[config.mk]
export PLATFORM = sky130hd
export DESIGN_NAME = game_fsm
export DESIGN_NICKNAME = d
export VERILOG_FILES = /design/src/rtl/game_fsm.sv
export SDC_FILE = /design/constraint.sdc
export NUM_CORES = 1
export LEC_CHECK = 0
export BUFFER_PORTS_ARGS = -buffer_cell sky130_fd_sc_hd__buf_4
export CORE_ASPECT_RATIO = 1.5
export CORE_MARGIN = 10
export CORE_UTILIZATION = 45
export DETAILED_ROUTE_END_ITERATION = 8
export MAX_ROUTING_LAYER = met4
export PLACE_DENSITY = 0.64
export SETUP_SLACK_MARGIN = 0.5
export SYNTH_ARGS = -nofsm -noshare
export SYNTH_HDL_FRONTEND = slang
export SYNTH_SLANG_ARGS = --single-unit
[constraint.sdc]
create_clock -name clk -period 3.58 [get_ports clk]
set_input_delay 0.716 -clock clk [delete_from_list [all_inputs] [get_ports clk]]
set_output_delay 0.716 -clock clk [all_outputs]
set_load 0.005 [all_outputs]
[src/rtl/game_fsm.sv]
// game_fsm: central sequencer for the 4-digit 1A2B guessing game.
// Decodes the switches, gates confirm presses, holds target/guess digits,
// scores each guess, counts remaining chances and runs the blink enable.

package game_types;
  typedef enum logic [3:0] {
    S_IDLE        = 4'd0,
    S_SET_D3      = 4'd1,
    S_SET_D2      = 4'd2,
    S_SET_D1      = 4'd3,
    S_SET_D0      = 4'd4,
    S_GUESS_D3    = 4'd5,
    S_GUESS_D2    = 4'd6,
    S_GUESS_D1    = 4'd7,
    S_GUESS_D0    = 4'd8,
    S_SHOW_RESULT = 4'd9,
    S_WIN         = 4'd10,
    S_LOSE        = 4'd11
  } state_t;
endpackage

module game_fsm
  import game_types::*;
#(
  parameter int BLINK_HALF  = 25_000_000,
  parameter int MAX_CHANCES = 5
) (
  input  logic            clk,
  input  logic            rst,
  input  logic [9:0]      sw,
  input  logic            btn_confirm,
  output state_t          state,
  output logic            blink_on,
  output logic [3:0][3:0] target,
  output logic [3:0][3:0] guess,
  output logic [3:0]      candidate,
  output logic            sw_valid,
  output logic [2:0]      chances,
  output logic [2:0]      a_count,
  output logic [2:0]      b_count
);

  localparam int CNT_W = (BLINK_HALF > 1) ? $clog2(BLINK_HALF) : 1;
  localparam logic [CNT_W-1:0] CNT_LAST = CNT_W'(BLINK_HALF - 1);
  localparam logic [2:0] CHANCES_INIT = 3'(MAX_CHANCES);

  logic [CNT_W-1:0] blink_cnt;
  state_t           next_state;

  // digit-entry qualification
  logic             digit_state;
  logic             set_state;
  logic [1:0]       dig_idx;
  logic [3:0][3:0]  entry_digits;
  logic             accept;

  // scoring of {guess[3:1], candidate}
  logic [3:0][3:0]  eval_digits;
  logic [2:0]       a_eval;
  logic [2:0]       b_eval;

  // datapath strobes from the output decoder
  logic             start_round;
  logic             wr_target;
  logic             wr_guess;
  logic             clr_guess;
  logic             clr_all;
  logic             eval_ld;
  logic             dec_chances;

  // Index of the single high switch; caller guarantees one-hot input.
  function automatic logic [3:0] onehot_index(input logic [9:0] s);
    logic [3:0] idx;
    idx = 4'd0;
    for (int i = 0; i < 10; i++) begin
      if (s[i]) idx = 4'(i);
    end
    return idx;
  endfunction

  // True when c repeats a digit already entered above position idx.
  function automatic logic is_dup(input logic [3:0][3:0] d,
                                  input logic [3:0]      c,
                                  input logic [1:0]      idx);
    logic hit;
    hit = 1'b0;
    for (int i = 1; i < 4; i++) begin
      if ((i > int'(idx)) && (d[i] == c)) hit = 1'b1;
    end
    return hit;
  endfunction

  // Count of positional matches between target and guess.
  function automatic logic [2:0] count_a(input logic [3:0][3:0] t,
                                         input logic [3:0][3:0] g);
    logic [2:0] n;
    n = 3'd0;
    for (int i = 0; i < 4; i++) begin
      if (t[i] == g[i]) n = n + 3'd1;
    end
    return n;
  endfunction

  // Count of guess digits found in the target at some other position.
  function automatic logic [2:0] count_b(input logic [3:0][3:0] t,
                                         input logic [3:0][3:0] g);
    logic [2:0] n;
    logic       hit;
    n = 3'd0;
    for (int i = 0; i < 4; i++) begin
      hit = 1'b0;
      for (int j = 0; j < 4; j++) begin
        if ((i != j) && (g[i] == t[j])) hit = 1'b1;
      end
      if (hit) n = n + 3'd1;
    end
    return n;
  endfunction

  // Free-running blink divider; independent of the game state.
  always_ff @(posedge clk) begin
    if (rst) begin
      blink_cnt <= '0;
      blink_on  <= 1'b0;
    end else if (blink_cnt == CNT_LAST) begin
      blink_cnt <= '0;
      blink_on  <= ~blink_on;
    end else begin
      blink_cnt <= blink_cnt + 1'b1;
    end
  end

  // Registered switch decode: one-hot gives a digit, anything else is invalid.
  always_ff @(posedge clk) begin
    if (rst) begin
      candidate <= 4'd0;
      sw_valid  <= 1'b0;
    end else if ($onehot(sw)) begin
      candidate <= onehot_index(sw);
      sw_valid  <= 1'b1;
    end else begin
      candidate <= 4'd0;
      sw_valid  <= 1'b0;
    end
  end

  // Decide whether a confirm press in a digit-entry state is accepted.
  always_comb begin
    digit_state  = 1'b0;
    set_state    = 1'b0;
    dig_idx      = 2'd3;
    entry_digits = target;
    case (state)
      S_SET_D3:   begin digit_state = 1'b1; set_state = 1'b1; dig_idx = 2'd3; end
      S_SET_D2:   begin digit_state = 1'b1; set_state = 1'b1; dig_idx = 2'd2; end
      S_SET_D1:   begin digit_state = 1'b1; set_state = 1'b1; dig_idx = 2'd1; end
      S_SET_D0:   begin digit_state = 1'b1; set_state = 1'b1; dig_idx = 2'd0; end
      S_GUESS_D3: begin digit_state = 1'b1; dig_idx = 2'd3; entry_digits = guess; end
      S_GUESS_D2: begin digit_state = 1'b1; dig_idx = 2'd2; entry_digits = guess; end
      S_GUESS_D1: begin digit_state = 1'b1; dig_idx = 2'd1; entry_digits = guess; end
      S_GUESS_D0: begin digit_state = 1'b1; dig_idx = 2'd0; entry_digits = guess; end
      default:    begin digit_state = 1'b0; end
    endcase
    accept = digit_state && btn_confirm && sw_valid &&
             !is_dup(entry_digits, candidate, dig_idx);
  end

  // Score the guess with the last digit taken straight from the switch decode.
  always_comb begin
    eval_digits    = guess;
    eval_digits[0] = candidate;
    a_eval         = count_a(target, eval_digits);
    b_eval         = count_b(target, eval_digits);
  end

  // State register.
  always_ff @(posedge clk) begin
    if (rst) state <= S_IDLE;
    else     state <= next_state;
  end

  // Next-state logic; unknown encodings fall back to idle.
  always_comb begin
    next_state = state;
    case (state)
      S_IDLE:        if (btn_confirm) next_state = S_SET_D3;
      S_SET_D3:      if (accept) next_state = S_SET_D2;
      S_SET_D2:      if (accept) next_state = S_SET_D1;
      S_SET_D1:      if (accept) next_state = S_SET_D0;
      S_SET_D0:      if (accept) next_state = S_GUESS_D3;
      S_GUESS_D3:    if (accept) next_state = S_GUESS_D2;
      S_GUESS_D2:    if (accept) next_state = S_GUESS_D1;
      S_GUESS_D1:    if (accept) next_state = S_GUESS_D0;
      S_GUESS_D0:    if (accept) next_state = (a_eval == 3'd4) ? S_WIN : S_SHOW_RESULT;
      S_SHOW_RESULT: if (btn_confirm) next_state = (chances == 3'd0) ? S_LOSE : S_GUESS_D3;
      S_WIN:         if (btn_confirm) next_state = S_IDLE;
      S_LOSE:        if (btn_confirm) next_state = S_IDLE;
      default:       next_state = S_IDLE;
    endcase
  end

  // Output decode: datapath strobes for the current state and inputs.
  always_comb begin
    start_round = (state == S_IDLE) && btn_confirm;
    wr_target   = accept && set_state;
    wr_guess    = accept && !set_state;
    eval_ld     = accept && (state == S_GUESS_D0);
    dec_chances = eval_ld && (a_eval != 3'd4);
    clr_guess   = (accept && (state == S_SET_D0)) ||
                  ((state == S_SHOW_RESULT) && btn_confirm && (chances != 3'd0));
    clr_all     = ((state == S_WIN) || (state == S_LOSE)) && btn_confirm;
  end

  // Digit, chance and score registers driven by the strobes above.
  always_ff @(posedge clk) begin
    if (rst) begin
      target  <= '0;
      guess   <= '0;
      chances <= CHANCES_INIT;
      a_count <= 3'd0;
      b_count <= 3'd0;
    end else begin
      if (start_round) begin
        chances <= CHANCES_INIT;
        a_count <= 3'd0;
        b_count <= 3'd0;
      end
      if (wr_target) target[dig_idx] <= candidate;
      if (wr_guess)  guess[dig_idx]  <= candidate;
      if (clr_guess) guess <= '0;
      if (eval_ld) begin
        a_count <= a_eval;
        b_count <= b_eval;
        if (dec_chances && (chances != 3'd0)) chances <= chances - 3'd1;
      end
      if (clr_all) begin
        target <= '0;
        guess  <= '0;
      end
    end
  end

endmodule

==> impl_metrics.py, run 1 <==
metrics = {
    "detailed_routing": {
        "route.vias.total": 4703,
        "antenna_left": 0,
        "drt-wirelength-per-cell_microns": 18.5,
        "via_per_inst": 5.70,
        "drtPass1Iterations": 5,
        "routed_wirelength_microns": 15300,
        "drcViolationCount": 0,
        "drtIter0Drc": 355,
    },
    "run_status": {
        "status": "finished, final reports clean",
    },
    "timing": {
        "worst_slew_pin_slew_ps": 725,
        "finalCriticalPeriod_ps": 3320,
        "slew_viol_final": 0,
        "rsz0062_at_grt": "yes",
        "setup_viol": 0,
        "finalCritPeriodShare_pct": 92.8,
        "slew_headroom_pct": 51.6,
        "fin_skew_ps": 9.65,
        "max_freq_mhz": 301,
        "hold_viol": 0,
        "fin_hold_ws_ps": 458,
    },
    "power_and_ir_drop": {
        "switching_power_mw": 1.08,
        "p_int_mw": 1.84,
        "power.share.clock_pct": 31.5,
        "vdd_drop_max_mv": 0.303,
        "powerDensity_nw_per_um2": 472,
        "seq_power_share_pct": 32.3,
        "p_comb_share_pct": 36.3,
        "switching_share_pct": 36.9,
        "p_leak_nw": 2.75,
    },
    "cts": {
        "cts_buffers": 9,
        "tritoncts": "done",
        "cts_max_level": 3,
        "cts_root_buffer": "clkbuf_16",
        "clock_sinks": 76,
        "clockBufferDepth": 2,
        "clk_latency_ps": 340,
        "path_clk_slew_ps": 60,
        "hold_buffers": 0,
    },
    "final_layout": {
        "fin_nets": 703,
        "fillCellCount": 1068,
        "post-route-util_pct": 56.0,
        "multi_input_area_sq_um": 3250,
        "syn_to_final_growth_pct": 22.3,
        "antennaDiodeCount": 0,
        "seq_area_sq_um": 1530,
        "drive_gt1_share_pct": 22.4,
        "finalNonFillerCells": 825,
        "fin_area_sq_um": 6190,
    },
    "worst_hold_path": {
        "hp-class": "reg2reg",
        "min-delay-start": "blink_cnt[0]",
        "hold_end": "blink_cnt[0]",
        "holdPathStages": 1,
    },
    "setup_path": {
        "crit_type": "in2reg",
        "worstPathRequired_ps": 3850,
        "rr_startpoint": "state[0]",
        "critPathArrivalTime_ps": 3590,
        "critPathLaunchType": "primary input",
        "rrSetupSlack_ps": 610,
        "critPathMaxFanout": 3,
        "regToRegEndpoint": "state[0]",
        "cp-end-kind": "register",
        "rr_worst_depth": 10,
    },
    "global_route": {
        "grt_pass1_vias": 4726,
        "grt_max_degree": 26,
        "grt_overflow": 0,
        "antenna_found_initial": 0,
        "grt_pass1_wl_microns": 24200,
        "grt_use_total_pct": 19.6,
    },
    "floorplan": {
        "coreArea_sq_um": 11100,
        "core.rowCount": 47,
        "io_pins": 64,
        "die_area_sq_um": 16000,
        "die_y_microns": 150,
        "die_w_microns": 107,
        "start_util_pct": 45.8,
    },
    "logic_synthesis": {
        "yosysUniqueCellTypes": 64,
        "yosys_warnings": 0,
        "synth_area_sq_um": 5060,
        "synth-seq-cells": 76,
        "async_flop_share_pct": 0,
        "ys_seq_area_share_pct": 30.1,
        "avgSynthCellArea_sq_um": 8.29,
        "synth_cells": 611,
        "syn_nets": 641,
        "synth-edff-count": 0,
        "synth_ff_type": "dfxtp_1",
    },
    "place": {
        "gp_congestion": 0.961,
        "dp_cells": 806,
        "dpl_cell_area_sq_um": 5790,
        "hpwl_microns": 11800,
        "io_buffer_count": 63,
    },
    "flow_run": {
        "drv_cap": 0,
    },
}
[worst max-delay path: stages]
cell       delay, ps
buf_6             90
fa_1             500
fa_1             520
inv_1             50
fa_1             450
inv_2             80
ha_4             130
inv_2             30
fa_2             350
a2111oi_4        210
a21oi_2           80
nor3_2           160
nand2_1          100
a21oi_1          120
[power by group through the flow]
stage          Clock [mW]  Combinational (mW)  Sequential [mW]
2_1_floorplan           0               0.780            0.917
3_3_place_gp            0               0.970            0.959
3_5_place_dp            0               0.981            0.958
4_1_cts             0.935                1.03            0.939
5_1_grt             0.970                1.16            0.947
6_report            0.919                1.06            0.943
[metrics by stage]
step	setup WS (ps)	TNS, ps	total power [mW]
detailed placement	-182	-510	1.94
floorplan	113	0	1.70
global route	127	0	3.08
finish	257	0	2.92
CTS	219	0	2.90
global placement	-101	-251	1.93
[kinds of logic after synthesis]
group                      Yosys count  synth area share (%)
AOI/OAI and AO/OA                   88                  11.7
xor gates and xnor gates           103                  17.8
adders and majority gates           17                  5.09
buffers and inverters               85                  7.24
DFF                                 76                  30.1
muxes                               30                  5.93
and+or+nand+nor                    212                  22.1
[cell usage after synthesis, types with 11 or more instances]
cell,instances,share of area (%)
nor3_1,14,1.4
nor2_1,67,5.0
ha_1,11,2.7
a21oi_1,20,2.0
o21ai_0,24,2.4
xor2_1,47,8.1
buf_2,11,1.1
nand3_1,27,2.7
nand4_1,20,2.5
inv_1,28,2.1
xnor2_1,56,9.7
clkbuf_1,37,2.7
dfxtp_1,76,30
mux2i_1,30,5.9
nand2_1,27,2.0
[registers in the layout, indices dropped and copies added (netlist names)]
signal,count
blink_cnt,25
guess,16
target,16
candidate,4
state,4
a_count,3
b_count,3
chances,3
blink_on,1
sw_valid,1
[worst max-delay path by stage]
stage | from | endpoint | slack, ps | cells after the start
after floorplan | sw[3] | candidate[1] | 110 | 13
after global placement | sw[3] | candidate[2] | -100 | 14
after detailed placement | sw[3] | candidate[1] | -180 | 14
after CTS | sw[3] | candidate[1] | 220 | 14
after global routing | sw[0] | candidate[1] | 130 | 14
final | sw[0] | candidate[1] | 260 | 14
[metal layers]
metal	global-route usage, %	vias to the layer above	wire (microns)
met4	14.3	0	972
li1	-	2224	-
met5	-	-	0
met3	4.00	63	786
met2	34.5	171	8050
met1	18.4	2245	5480
[placed cells by master (no fill, tap or decap), types with 3 or more instances in the layout]
cell type / Yosys / layout
buf_4: 3 / 103
dfxtp_1: 76 / 70
nor2_1: 67 / 67
xnor2_1: 56 / 56
xor2_1: 47 / 47
mux2i_1: 30 / 30
nand3_1: 27 / 27
nand2_1: 27 / 27
inv_1: 28 / 26
o21ai_0: 24 / 24
nand4_1: 20 / 20
a21oi_1: 20 / 19
nor3_1: 14 / 13
ha_1: 11 / 10
and3_1: 9 / 9
clkbuf_16: 0 / 9
nor4_1: 9 / 8
o22ai_1: 7 / 7
a221oi_1: 6 / 6
or4_1: 6 / 6
dfxtp_2: 0 / 6
fa_1: 6 / 5
or3_1: 4 / 4
nand2b_1: 4 / 4
o21a_1: 4 / 4
buf_6: 3 / 4
and4_1: 3 / 3
o31ai_1: 3 / 3
a211oi_1: 3 / 3
nor2b_1: 4 / 3
a31oi_1: 3 / 3
clkinvlp_4: 0 / 3
[layout make-up]
type / instances / area share, %
Inverter: 29 / 1.76
Tap cell: 147 / 2.97
Clock inverter: 7 / 1.21
Sequential cell: 76 / 24.7
Multi-Input combinational cell: 450 / 52.5
Timing Repair Buffer: 107 / 13.2
Clock buffer: 9 / 3.64
[repair_timing]
item | CTS | global route
endpoints found under the setup margin | 29 | 38
gates resized for setup | 7 | 12
pin swaps | 2 | 3
setup buffers | 1 | 2
No activity file was read; power rests on OpenSTA's default activity.
==> run 2, diff against run 1 <==
Settings changed: CELL_PAD_IN_SITES_DETAIL_PLACEMENT set to 1, CELL_PAD_IN_SITES_GLOBAL_PLACEMENT set to 1, CORE_UTILIZATION 45 to 40, PLACE_DENSITY 0.64 to 0.74.
==> run 2 against run 1 <==
Effect of this change:
- routed wire length increased by 15%
- sequential share of layout area decreased by 0.76 points
- non-clock buffer count up 18
- worst setup slack got worse by 77 ps
- register-to-register slack lost 20 ps
- critical path type unchanged
- critical endpoint unchanged
- largest cell class unchanged
- largest power group unchanged
==> impl_metrics.py, run 2 (same netlist as run 1, synthesis figures left out) <==
metrics = {
    "final_layout": {
        "multi_input_area_sq_um": 3300,
        "top_regs": "blink_cnt x25, guess x16, target x16",
        "top_register": "blink_cnt",
        "fillCellCount": 1486,
        "final_common_cell": "buf_4",
        "syn_to_final_growth_pct": 26.7,
        "largest_register_ffs": 25,
        "fin_area_sq_um": 6410,
        "drive_gt1_share_pct": 25.5,
        "post-route-util_pct": 51.5,
        "fin_nets": 721,
        "seq_area_sq_um": 1540,
        "antennaDiodeCount": 0,
        "layout_common_cells": "buf_4 (120), dfxtp_1 (69), nor2_1 (67)",
        "finalNonFillerCells": 851,
    },
    "global_route": {
        "antenna_found_initial": 0,
        "grt_pass1_vias": 5183,
        "grt_overflow": 0,
        "grt_pass1_wl_microns": 27300,
        "grt_max_degree": 26,
        "grt_use_total_pct": 19.7,
    },
    "cts": {
        "cts_root_buffer": "clkbuf_16",
        "hold_buffers": 0,
        "cts_buffers": 9,
        "cts_max_level": 3,
        "clk_latency_ps": 340,
        "tritoncts": "done",
        "clockBufferDepth": 2,
        "path_clk_slew_ps": 60,
        "clock_sinks": 76,
    },
    "detailed_routing": {
        "antenna_left": 0,
        "drt-wirelength-per-cell_microns": 20.6,
        "route.vias.total": 4817,
        "via_per_inst": 5.66,
        "routed_wirelength_microns": 17500,
        "drcViolationCount": 0,
        "drtPass1Iterations": 4,
        "drtIter0Drc": 238,
    },
    "floorplan": {
        "core.rowCount": 50,
        "coreArea_sq_um": 12400,
        "start_util_pct": 40.7,
        "die_y_microns": 158,
        "die_area_sq_um": 17600,
        "die_w_microns": 112,
        "io_pins": 64,
    },
    "timing": {
        "max_freq_mhz": 294,
        "worst_slew_pin_slew_ps": 635,
        "rsz0062_at_grt": "yes",
        "fin_hold_ws_ps": 473,
        "totalNegativeSetupSlack_ps": 0,
        "worst_slack_ps": 180,
        "finalCriticalPeriod_ps": 3400,
        "hold_viol": 0,
        "slew_headroom_pct": 57.4,
        "slew_viol_final": 0,
        "fin_skew_ps": 7.60,
        "setup_viol": 0,
        "finalCritPeriodShare_pct": 95.0,
    },
    "setup_path": {
        "worstPathRequired_ps": 3850,
        "critPathMaxFanout": 2,
        "rrSetupSlack_ps": 590,
        "critPathLaunchType": "primary input",
        "critPathArrivalTime_ps": 3670,
        "cp-end-kind": "register",
        "rr_worst_depth": 9,
        "crit_type": "in2reg",
    },
    "power_and_ir_drop": {
        "p_leak_nw": 2.86,
        "vdd_drop_max_mv": 0.275,
        "p_total_mw": 3.09,
        "powerDensity_nw_per_um2": 482,
    },
    "place": {
        "hpwl_microns": 13200,
        "dp_cells": 820,
        "io_buffer_count": 63,
        "pre_cts_ws_ps": -247,
        "dpl_cell_area_sq_um": 5830,
        "gp_congestion": 0.937,
    },
    "worst_hold_path": {
        "holdPathStages": 1,
        "hp-class": "reg2reg",
    },
    "flow_run": {
        "drv_cap": 0,
    },
    "run_status": {
        "status": "finished, final reports clean",
    },
}
[run 2: cell types whose count changed in the layout (fill, tap and decap cells not counted), sizes merged]
cell / previous run / this run
clkbuf: 9 / 11
clkinvlp: 3 / 0
bufinv: 1 / 2
inv: 29 / 28
buf: 107 / 125
[run 2: worst max-delay path, cell delays in order]
cell and delay [ps]:
buf_6 90, fa_1 490, fa_1 520, inv_1 50, fa_1 450, inv_2 80
ha_4 130, inv_2 30, fa_2 350, a2111oi_4 210, a21oi_2 70, nor3_2 180
nand2_1 130, a21oi_1 150
[run 2: worst paths after layout]
check            endpoint         start
max          candidate[1]         sw[0]
min reg2reg  blink_cnt[0]  blink_cnt[0]
max reg2reg    chances[2]      state[0]
min          blink_cnt[0]  blink_cnt[0]
[run 2: routing by layer]
metal	part of all wire [%]	wire length, microns	vias to the layer above	GRT usage (%)
met5	0	0	-	-
met4	5.1	890	0	11.2
met1	36	6300	2391	18.5
li1	-	-	2265	-
met3	3.8	665	44	3.07
met2	55	9680	117	37.3
[run 2: timing repair]
| action | in CTS | in global routing |
|---|---|---|
| buffers inserted | 3 | 12 |
| cloned | 0 | 1 |
| pin swaps | 4 | 4 |
| setup endpoints to repair | 49 | 49 |
| gates resized for setup | 10 | 26 |
[run 2: cell type report]
class,instances,share of cell area [%]
timing repair buffer,125,14.9
inverter,29,1.70
tap,156,3.04
sequential,76,23.9
clock buffer,11,3.78
clock inverter,4,1.15
multi-input combinational,450,51.5
[run 2: power breakdown]
| group | internal (mW) | total, mW | switching [mW] |
|---|---|---|---|
| sequential | 0.874 | 0.953 | 0.0787 |
| combinational | 0.481 | 1.16 | 0.678 |
| clock | 0.625 | 0.978 | 0.352 |
==> run 3, diff against run 2 <==
Settings changed: CORE_MARGIN 10 to not set, TNS_END_PERCENT set to 1.
==> run 3 against run 2 <==
Effect of this change:
- flip-flop and latch count is the same
- sequential power fell by 3.4%
- die area decreased by 26%
- design area fell by 2.6%
- critical path depth did not move
- critical endpoint is now candidate[2]
- largest cell class unchanged
- highest routed layer unchanged
==> impl_metrics.py, run 3 (same netlist as run 1, synthesis figures left out) <==
metrics = {
    "worst_hold_path": {
        "holdPathStages": 2,
        "hp-class": "reg2reg",
    },
    "final_layout": {
        "seq_area_sq_um": 1530,
        "antennaDiodeCount": 0,
        "top_register": "blink_cnt",
        "layout_common_cells": "buf_4 (102), dfxtp_1 (71), nor2_1 (67)",
        "final_common_cell": "buf_4",
        "fillCellCount": 1506,
        "top_regs": "blink_cnt x25, guess x16, target x16",
        "multi_input_area_sq_um": 3290,
        "fin_nets": 700,
        "drive_gt1_share_pct": 22.4,
        "finalNonFillerCells": 831,
        "syn_to_final_growth_pct": 23.4,
        "largest_register_ffs": 25,
    },
    "timing": {
        "slew_headroom_pct": 46.6,
        "fin_skew_ps": 10.4,
        "rsz0062_at_grt": "yes",
        "worst_slew_pin_slew_ps": 799,
        "worst_slack_ps": 129,
        "max_freq_mhz": 290,
        "finalCritPeriodShare_pct": 96.4,
        "finalCriticalPeriod_ps": 3450,
        "hold_viol": 0,
        "setup_viol": 0,
        "slew_viol_final": 0,
        "fin_hold_ws_ps": 468,
    },
    "global_route": {
        "grt_max_degree": 26,
        "antenna_found_initial": 0,
        "grt_pass1_vias": 5273,
        "grt_use_total_pct": 27.2,
        "grt_pass1_wl_microns": 26500,
        "grt_overflow": 0,
    },
    "floorplan": {
        "die_y_microns": 140,
        "io_pins": 64,
        "die_area_sq_um": 13100,
        "core.rowCount": 50,
        "die_w_microns": 93.9,
        "start_util_pct": 40.9,
        "coreArea_sq_um": 12400,
    },
    "power_and_ir_drop": {
        "p_leak_nw": 2.78,
        "powerDensity_nw_per_um2": 494,
        "vdd_drop_max_mv": 0.237,
    },
    "detailed_routing": {
        "via_per_inst": 5.82,
        "drtPass1Iterations": 4,
        "drtIter0Drc": 200,
        "drcViolationCount": 0,
        "routed_wirelength_microns": 16900,
        "antenna_left": 0,
        "route.vias.total": 4837,
        "drt-wirelength-per-cell_microns": 20.3,
    },
    "setup_path": {
        "crit_type": "in2reg",
        "cpLargestDelayFamily": "adder cells",
        "crit_buf_inv": 4,
        "crit_top_cell": "fa_1",
        "path_depth": 14,
        "cp-end-kind": "register",
        "crit_path_top_delay_cell": "fa_1",
        "rrSetupSlack_ps": 540,
        "crit_chain": "buf_6, fa_1, fa_1, inv_1, fa_1, inv_2, ha_4, inv_2, fa_2, a2111oi_4, a21oi_2, nor3_2, nand2_1, a21oi_1",
        "critPathLaunchType": "primary input",
        "critPathMaxFanout": 3,
        "regToRegEndpoint": "b_count[2]",
        "rr_worst_depth": 11,
        "critPathArrivalTime_ps": 3720,
        "cp-endpoint": "candidate[2]",
        "cp_slowest_stage_delay_ps": 520,
        "cp-startpoint": "sw[3]",
        "rr_startpoint": "candidate[1]",
        "worstPathRequired_ps": 3850,
    },
    "cts": {
        "cts_buffers": 9,
        "post-cts-setup-buffers": 0,
        "cts_max_level": 3,
        "clockBufferDepth": 2,
        "hold_buffers": 0,
        "clock_sinks": 76,
        "path_clk_slew_ps": 70,
        "clk_latency_ps": 340,
        "cts_root_buffer": "clkbuf_16",
        "tritoncts": "done",
    },
    "flow_run": {
        "drv_cap": 0,
    },
    "run_status": {
        "status": "finished, final reports clean",
    },
    "place": {
        "dp_cells": 815,
        "io_buffer_count": 63,
        "gp_congestion": 0.902,
        "pre_cts_ws_ps": -300,
        "hpwl_microns": 12800,
    },
}
## run 3: cell count changes in the layout (fill, tap and decap cells not counted), moves of 2 or more
cell / change
inv_6: +2
dfxtp_1: +2
buf_6: -3
buf_4: -18
## run 3: how the worst min path moves through the flow
stage	start	to	slack [ps]
after detailed placement	blink_cnt[0]	blink_cnt[0]	460
after global placement	blink_cnt[0]	blink_cnt[0]	440
after floorplan	blink_cnt[0]	blink_cnt[0]	430
after CTS	b_count[2]	b_count[2]	470
final	b_count[2]	b_count[2]	470
after global routing	blink_cnt[0]	blink_cnt[0]	500
## run 3: repair_timing
action,in CTS,in global routing
hold endpoints to repair,0,0
gates resized for setup,0,25
endpoints found under the setup margin,38,48
pin swaps,0,9
## run 3: cell type report
type                    instances  share of cell area, %
clock inverters                 6                   1.52
multi-input cells             450                   52.7
well taps                     156                   3.12
inverters                      29                   1.74
clock buffers                  10                   3.82
repair buffers                104                   12.6
flip-flops and latches         76                   24.5
## run 3: where the power goes
| part | internal, mW | switching, mW |
|---|---|---|
| sequential | 0.870 | 0.0516 |
| clock | 0.637 | 0.384 |
| combinational | 0.428 | 0.718 |
## run 3: worst min-delay path, stage by stage, from the launching register on
cell and delay, ps:
dfxtp_1 310, nand3_1 60, a21oi_1 50
## run 3: stage by stage
step           utilization (%)  cell area, sq um  power (mW)  TNS (ps)
2_1_floorplan                -              5080        1.70         0
3_3_place_gp              46.8              5800        1.92      -312
6_report                  50.4              6250        3.09         0
5_1_grt                   50.4              6250        3.24     -17.6
4_1_cts                   49.5              6130        3.02         0
3_5_place_dp              46.8              5800        1.98     -1070
## run 3: metal layers
metal / part of all wire, % / global-route usage, % / up-vias
li1: - / - / 2220
met1: 36 / 25.7 / 2427
met2: 55 / 49.3 / 125
met3: 3.2 / 4.04 / 65
met4: 5.8 / 18.9 / 0
met5: 0 / - / -
